## config.mk

```make
export PLATFORM = sky130hd
export DESIGN_NAME = msrv32_branch_predict_unit
export DESIGN_NICKNAME = d
export VERILOG_FILES = /design/src/rtl/msrv32_pkg.sv /design/src/rtl/msrv32_branch_cond.sv /design/src/rtl/msrv32_branch_predict_unit.sv
export SDC_FILE = /design/constraint.sdc
export NUM_CORES = 1
export LEC_CHECK = 0
export CAP_MARGIN = 20
export CORE_MARGIN = 10
export CORE_UTILIZATION = 22
export DETAILED_ROUTE_END_ITERATION = 12
export GPL_ROUTABILITY_DRIVEN = 0
export GPL_TIMING_DRIVEN = 0
export PLACE_DENSITY = 0.78
export SYNTH_ARGS = -nofsm -noshare
export SYNTH_HDL_FRONTEND = slang
export SYNTH_SLANG_ARGS = --single-unit
```

## constraint.sdc

```tcl
create_clock -name ms_riscv32_mp_clk_in -period 0.8 [get_ports ms_riscv32_mp_clk_in]
set_clock_uncertainty 0.15 [all_clocks]
set_input_delay 0.16 -clock ms_riscv32_mp_clk_in [delete_from_list [all_inputs] [get_ports ms_riscv32_mp_clk_in]]
set_output_delay 0.16 -clock ms_riscv32_mp_clk_in [all_outputs]
set_load 0.005 [all_outputs]
```

## src/rtl/msrv32_pkg.sv

```systemverilog
// Shared constants and helpers for the msrv32 branch predictor slice.
// Opcodes, funct3 codes, and the 2-bit counter type with its step function.
package msrv32_pkg;

    localparam logic [4:0] OP_JAL    = 5'b11011;
    localparam logic [4:0] OP_JALR   = 5'b11001;
    localparam logic [4:0] OP_BRANCH = 5'b11000;

    localparam logic [2:0] BEQ  = 3'b000;
    localparam logic [2:0] BNE  = 3'b001;
    localparam logic [2:0] BLT  = 3'b100;
    localparam logic [2:0] BGE  = 3'b101;
    localparam logic [2:0] BLTU = 3'b110;
    localparam logic [2:0] BGEU = 3'b111;

    typedef logic [1:0] bht_ctr_t;

    localparam bht_ctr_t CTR_SNT = 2'b00;
    localparam bht_ctr_t CTR_WNT = 2'b01;
    localparam bht_ctr_t CTR_WT  = 2'b10;
    localparam bht_ctr_t CTR_ST  = 2'b11;

    // Saturating step of a 2-bit counter toward the resolved outcome.
    function automatic bht_ctr_t ctr_next(input bht_ctr_t c,
                                          input logic taken);
        bht_ctr_t n;
        n = c;
        unique case (c)
            CTR_SNT: n = taken ? CTR_WNT : CTR_SNT;
            CTR_WNT: n = taken ? CTR_WT  : CTR_SNT;
            CTR_WT:  n = taken ? CTR_ST  : CTR_WNT;
            CTR_ST:  n = taken ? CTR_ST  : CTR_WT;
            default: n = c;
        endcase
        return n;
    endfunction

    // funct3 codes that name a real conditional branch.
    function automatic logic f3_valid(input logic [2:0] f3);
        return f3 inside {BEQ, BNE, BLT, BGE, BLTU, BGEU};
    endfunction

endpackage

```

## src/rtl/msrv32_branch_cond.sv

```systemverilog
// Combinational branch outcome for JAL/JALR/BRANCH over XLEN-bit operands.
// cond_branch marks a real conditional branch, the only kind that trains.
module msrv32_branch_cond
    import msrv32_pkg::*;
#(
    parameter int XLEN = 32
) (
    input  logic [XLEN-1:0] rs1,
    input  logic [XLEN-1:0] rs2,
    input  logic [4:0]      opcode,
    input  logic [2:0]      funct3,
    output logic            taken,
    output logic            cond_branch
);

    logic eq;
    logic lt;
    logic ltu;

    assign eq  = (rs1 == rs2);
    assign lt  = ($signed(rs1) < $signed(rs2));
    assign ltu = (rs1 < rs2);

    // Decode opcode/funct3 into the actual outcome.
    always_comb begin
        taken       = 1'b0;
        cond_branch = 1'b0;
        unique case (opcode)
            OP_JAL, OP_JALR: taken = 1'b1;
            OP_BRANCH: begin
                cond_branch = f3_valid(funct3);
                unique case (funct3)
                    BEQ:     taken = eq;
                    BNE:     taken = !eq;
                    BLT:     taken = lt;
                    BGE:     taken = !lt;
                    BLTU:    taken = ltu;
                    BGEU:    taken = !ltu;
                    default: taken = 1'b0;
                endcase
            end
            default: taken = 1'b0;
        endcase
    end

endmodule

```

## src/rtl/msrv32_branch_predict_unit.sv

```systemverilog
// Branch predictor: PC-indexed 2-bit counter table plus registered verdict.
// Table is built only when MSRV32_BHT_EN is defined; else static not-taken.
module msrv32_branch_predict_unit
    import msrv32_pkg::*;
#(
    parameter int       XLEN      = 32,
    parameter int       BHT_IDX_W = 6,
    parameter bht_ctr_t BHT_INIT  = CTR_WNT
) (
    input  logic            ms_riscv32_mp_clk_in,
    input  logic            ms_riscv32_mp_rst_in,
    input  logic [XLEN-1:0] pc_fetch_in,
    output logic            predict_taken_out,
    input  logic            resolve_valid_in,
    input  logic            flush_in,
    input  logic [XLEN-1:0] pc_ex_in,
    input  logic            predicted_taken_ex_in,
    input  logic [XLEN-1:0] rs1_in,
    input  logic [XLEN-1:0] rs2_in,
    input  logic [4:0]      opcode_6_to_2_in,
    input  logic [2:0]      funct3_in,
    output logic            resolved_valid_out,
    output logic            branch_taken_out,
    output logic            mispredict_out
);

    logic taken;
    logic cond_branch;
    logic capture;
    logic unused_bits;

    assign capture = resolve_valid_in & !flush_in;

    msrv32_branch_cond #(
        .XLEN(XLEN)
    ) u_cond (
        .rs1         (rs1_in),
        .rs2         (rs2_in),
        .opcode      (opcode_6_to_2_in),
        .funct3      (funct3_in),
        .taken       (taken),
        .cond_branch (cond_branch)
    );

    // Verdict register: flushed or idle cycles yield an all-zero verdict.
    always_ff @(posedge ms_riscv32_mp_clk_in or posedge ms_riscv32_mp_rst_in) begin
        if (ms_riscv32_mp_rst_in) begin
            resolved_valid_out <= 1'b0;
            branch_taken_out   <= 1'b0;
            mispredict_out     <= 1'b0;
        end else begin
            resolved_valid_out <= capture;
            branch_taken_out   <= capture & taken;
            mispredict_out     <= capture & (taken ^ predicted_taken_ex_in);
        end
    end

`ifdef MSRV32_BHT_EN
    localparam int DEPTH = 1 << BHT_IDX_W;

    bht_ctr_t               bht [DEPTH];
    logic [BHT_IDX_W-1:0]   fetch_idx;
    logic [BHT_IDX_W-1:0]   ex_idx;
    logic                   do_train;

    assign fetch_idx = pc_fetch_in[BHT_IDX_W+1:2];
    assign ex_idx    = pc_ex_in[BHT_IDX_W+1:2];
    assign do_train  = capture & cond_branch;

    // Read-before-write: lookup sees the counter value prior to this edge.
    assign predict_taken_out = bht[fetch_idx][1];

    // Counter table: one saturating update per resolved conditional branch.
    always_ff @(posedge ms_riscv32_mp_clk_in or posedge ms_riscv32_mp_rst_in) begin
        if (ms_riscv32_mp_rst_in) begin
            for (int i = 0; i < DEPTH; i++) begin
                bht[i] <= BHT_INIT;
            end
        end else if (do_train) begin
            bht[ex_idx] <= ctr_next(bht[ex_idx], taken);
        end
    end

    assign unused_bits = ^{pc_fetch_in[XLEN-1:BHT_IDX_W+2],
                           pc_fetch_in[1:0],
                           pc_ex_in[XLEN-1:BHT_IDX_W+2],
                           pc_ex_in[1:0]};
`else
    assign predict_taken_out = 1'b0;

    assign unused_bits = ^{pc_fetch_in, pc_ex_in, cond_branch, BHT_INIT};
`endif

endmodule
```

==> flow_summary.html <==
<table>
<tr><th>Metric</th><th>Value</th></tr>
<tr><th colspan="2">Place</th></tr>
<tr><td>Post-placement setup slack</td><td>-1910 ps</td></tr>
<tr><td>Post-detailed-placement half-perimeter wirelength</td><td>3380 um</td></tr>
<tr><td>PortBufs</td><td>79</td></tr>
<tr><th colspan="2">CTS</th></tr>
<tr><td>CTS tree</td><td>done</td></tr>
<tr><td>Buffers from clock root to sink, at most</td><td>2</td></tr>
<tr><td>TritonCTS buffer count</td><td>3</td></tr>
<tr><td>Clock slew seen by the registers of the worst setup and hold paths</td><td>30 ps</td></tr>
<tr><td>TritonCTS sink count</td><td>3</td></tr>
<tr><td>Level count of the clock H-tree</td><td>1</td></tr>
<tr><td>Buffer cell driving the clock tree root</td><td>sky130_fd_sc_hd__clkbuf_8</td></tr>
<tr><th colspan="2">Power and ir drop</th></tr>
<tr><td>Fraction of power spent switching nets</td><td>31.7%</td></tr>
<tr><td>Peak supply drop</td><td>0.000683 V</td></tr>
<tr><td>Leakage dissipation</td><td>1.08 nW</td></tr>
<tr><td>NetSw</td><td>0.522 mW</td></tr>
<tr><td>Combinational group share of total power</td><td>63.8%</td></tr>
<tr><td>Clk pwr share</td><td>26.5%</td></tr>
<tr><td>Seq pwr share</td><td>9.7%</td></tr>
<tr><td>Power density cells</td><td>696 mW/mm^2</td></tr>
<tr><td>Internal portion of total power</td><td>1.12 mW</td></tr>
<tr><td>Power Total</td><td>1.64 mW</td></tr>
<tr><th colspan="2">Route</th></tr>
<tr><td>Via count</td><td>1303</td></tr>
<tr><td>Total Routed Length</td><td>4210 um</td></tr>
<tr><td>Metal2 WL</td><td>2300 um</td></tr>
<tr><td>First drt pass iteration count</td><td>2</td></tr>
<tr><td>Detail-routed net length per standard cell</td><td>14.5 um</td></tr>
<tr><td>Uppermost layer routed</td><td>met3</td></tr>
<tr><td>M1 WL</td><td>1540 um</td></tr>
<tr><td>Met3 wirelength from detailed routing</td><td>366 um</td></tr>
<tr><td>Average vias per placed instance</td><td>4.49</td></tr>
<tr><td>Count of antenna-violating nets left after detailed routing</td><td>0</td></tr>
<tr><td>Detailed-route DRC error count</td><td>0</td></tr>
<tr><td>Number of DRC markers after the initial detailed-route iteration</td><td>10</td></tr>
<tr><th colspan="2">Logic synthesis</th></tr>
<tr><td>Synth Warn #</td><td>0</td></tr>
<tr><td>Post-Syn Instances</td><td>140</td></tr>
<tr><td>Mean cell area of the mapped netlist</td><td>7.39 sq um</td></tr>
<tr><td>EDFF count, synth</td><td>0</td></tr>
<tr><td>Post-synthesis instance area</td><td>0.00103 sq mm</td></tr>
<tr><td>Main synth FF type</td><td>sky130_fd_sc_hd__dfrtp_1</td></tr>
<tr><td>Share of the yosys chip area belonging to registers</td><td>7.26%</td></tr>
<tr><td>#FFs+latches synth</td><td>3</td></tr>
<tr><td>Async set-or-reset flop fraction in the synthesized netlist</td><td>100%</td></tr>
<tr><td>Yosys cell types</td><td>33</td></tr>
<tr><td>Synth Net Count</td><td>313</td></tr>
<tr><th colspan="2">Floorplanning</th></tr>
<tr><td>Horizontal die dimension</td><td>88.6 um</td></tr>
<tr><td>Area of the core</td><td>0.00444 sq mm</td></tr>
<tr><td>Area of the die</td><td>0.00785 sq mm</td></tr>
<tr><td>Starting density of the core</td><td>23.3%</td></tr>
<tr><td>Io pins</td><td>145</td></tr>
<tr><td>Die span in y</td><td>88.6 um</td></tr>
<tr><td>Site Rows</td><td>24</td></tr>
<tr><th colspan="2">Timing</th></tr>
<tr><td>Total count of max-transition violations in the final report</td><td>0</td></tr>
<tr><td>Fmax</td><td>0.496 GHz</td></tr>
<tr><td>Final min period</td><td>2020 ps</td></tr>
<tr><td>Setup repair after global routing missed its margin</td><td>true</td></tr>
<tr><td>Min setup slack post-route</td><td>-1220 ps</td></tr>
<tr><td>Final Hold Violating Endpoints</td><td>3</td></tr>
<tr><td>Period utilisation layout</td><td>252%</td></tr>
<tr><td>Minimum hold slack</td><td>-31.0 ps</td></tr>
<tr><td>Setup violators final</td><td>5</td></tr>
<tr><th colspan="2">Run status</th></tr>
<tr><td>Result of the run</td><td>finished with violations</td></tr>
<tr><td>Violated checks</td><td>hold timing, setup timing</td></tr>
<tr><th colspan="2">Finish</th></tr>
<tr><td>Number of nets in the layout</td><td>412</td></tr>
<tr><td>Area growth from synthesis to layout</td><td>128%</td></tr>
<tr><td>Filler Cells Inserted</td><td>412</td></tr>
<tr><td>Commonest non-fill, non-tap cell in the layout</td><td>sky130_fd_sc_hd__ha_4</td></tr>
<tr><td>Fraction of final layout cells sized beyond drive strength 1</td><td>55.0%</td></tr>
<tr><td>Diode insertion count for antenna repair</td><td>0</td></tr>
<tr><td>Most frequent cells in the layout</td><td>sky130_fd_sc_hd__ha_4, sky130_fd_sc_hd__buf_2, sky130_fd_sc_hd__inv_2</td></tr>
<tr><th colspan="2">Setup path</th></tr>
<tr><td>Arrival time of data at the critical path endpoint</td><td>2000 ps</td></tr>
<tr><td>Critical path class</td><td>primary input to flip-flop</td></tr>
<tr><td>CP delay by family, top</td><td>simple AND/OR/NAND/NOR gates</td></tr>
<tr><td>Delay of the slowest critical-path stage</td><td>510 ps</td></tr>
<tr><td>Max stage delay cell, worst path</td><td>sky130_fd_sc_hd__or4_4</td></tr>
<tr><td>Category of the worst setup path launch point</td><td>primary input</td></tr>
<tr><td>Biggest fanout along the worst timing path</td><td>4</td></tr>
<tr><td>Cells along the critical path</td><td>buf_2 &gt; ha_4 &gt; nand4_1 &gt; or4_4 &gt; a21o_1 &gt; and4_4 &gt; nor3_4 &gt; mux2i_1</td></tr>
<tr><td>CP Capture Type</td><td>flip-flop</td></tr>
<tr><td>CP bufs+invs</td><td>1</td></tr>
<tr><td>Data required time of the critical path</td><td>790 ps</td></tr>
<tr><th colspan="2">Global routing</th></tr>
<tr><td>Largest net degree at the start of global routing</td><td>5</td></tr>
<tr><td>Overall fraction of global-route tracks in use</td><td>10.5%</td></tr>
<tr><td>Global-route wire length before repair</td><td>6650 um</td></tr>
<tr><td>Leftover overflow at the end of global routing</td><td>0</td></tr>
<tr><td>Vias in the first global route</td><td>1522</td></tr>
<tr><td>Antenna violations before repair</td><td>0</td></tr>
<tr><th colspan="2">Worst hold path</th></tr>
<tr><td>Worst min-delay path category</td><td>primary input to asynchronous set/reset pin</td></tr>
<tr><th colspan="2">Job</th></tr>
<tr><td>Reported max-cap violation count</td><td>0</td></tr>
</table>
==> registers in the layout (all words and copies together) (netlist names) <==
signal / count
branch_taken_out: 1
mispredict_out: 1
resolved_valid_out: 1
==> cell families (layout without fill, tap and decap cells) <==
logic type	after synthesis	in the layout	synth area share [%]
AND/OR/NAND/NOR	41	41	22.2
buffers and inverters	34	132	12.7
adder cells (fa/ha/maj)	32	32	38.7
AO/OA/AOI/OAI	26	26	16.1
flip-flops	3	3	7.25
XOR/XNOR	2	2	1.69
other	1	1	0.362
multiplexers	1	1	0.967
==> Yosys cell counts (2+ instances only) <==
| cell | count | share of area, % |
|---|---|---|
| sky130_fd_sc_hd__nand2_1 | 11 | 4.0 |
| sky130_fd_sc_hd__nand3_1 | 5 | 2.4 |
| sky130_fd_sc_hd__inv_1 | 33 | 12 |
| sky130_fd_sc_hd__nor2b_1 | 3 | 1.8 |
| sky130_fd_sc_hd__a21oi_1 | 14 | 6.8 |
| sky130_fd_sc_hd__dfrtp_1 | 3 | 7.3 |
| sky130_fd_sc_hd__xor2_1 | 2 | 1.7 |
| sky130_fd_sc_hd__o21ai_0 | 2 | 0.97 |
| sky130_fd_sc_hd__ha_1 | 32 | 39 |
| sky130_fd_sc_hd__nand4_1 | 5 | 3.0 |
| sky130_fd_sc_hd__nor2_1 | 6 | 2.2 |
| sky130_fd_sc_hd__a21o_1 | 2 | 1.5 |
| sky130_fd_sc_hd__nor3_1 | 2 | 0.97 |
==> layer usage <==
layer | vias up | track usage, %
li1 | 676 | -
met1 | 583 | 10.2
met2 | 44 | 21.1
met3 | 0 | 3.86
met4 | 0 | 0.881
met5 | - | 0
==> per-stage QoR <==
| step | hold WS [ps] | utilization [%] | instances | TNS (ps) | cell area, sq um |
|---|---|---|---|---|---|
| detailed placement | 192 | 46.4 | 271 | -5020 | 2060 |
| global placement | 187 | 46.4 | 271 | -5000 | 2060 |
| global route | -17.2 | 53.2 | 290 | -3260 | 2360 |
| CTS | -30.7 | 50.6 | 288 | -3060 | 2250 |
| finish | -31.0 | 53.2 | 290 | -2950 | 2360 |
| floorplan | -236 | - | 140 | -2200 | 1210 |
==> timing repair <==
item / 4_1_cts / 5_1_grt
setup endpoints to repair: 6 / 6
gates cloned: 0 / 0
hold endpoints to repair: 3 / 3
pin swaps: 45 / 18
setup buffers: 13 / 2
gates resized for setup: 236 / 19
==> power groups by stage <==
stage / clock network (mW) / registers [mW] / logic [mW]
finish: 0.435 / 0.160 / 1.05
global route: 0.467 / 0.160 / 1.17
CTS: 0.450 / 0.160 / 0.980
detailed placement: 0 / 0.162 / 0.889
global placement: 0 / 0.161 / 0.866
floorplan: 0 / 0.163 / 0.386
==> final cells by class <==
type                       instances  area [sq um]  area share, %
timing repair buffer              94           798           33.8
buffer                             1          7.51          0.318
tap                               52          65.1           2.75
inverter                          33           146           6.20
clock buffer                       4          45.0           1.91
multi-input combinational        103          1220           51.9
sequential                         3          75.1           3.18
==> worst paths after layout <==
kind / from / end / slack, ps / depth (start not counted)
worst max-delay path: rs1_in[30] / mispredict_out / -1220 / 8
worst min-delay path: ms_riscv32_mp_rst_in / mispredict_out / -30 / 2
max in group asynchronous: ms_riscv32_mp_rst_in / branch_taken_out / 390 / 2
min in group ms_riscv32_mp_clk_in: flush_in / resolved_valid_out / 140 / 3
Power figures use the tool's default switching activity.
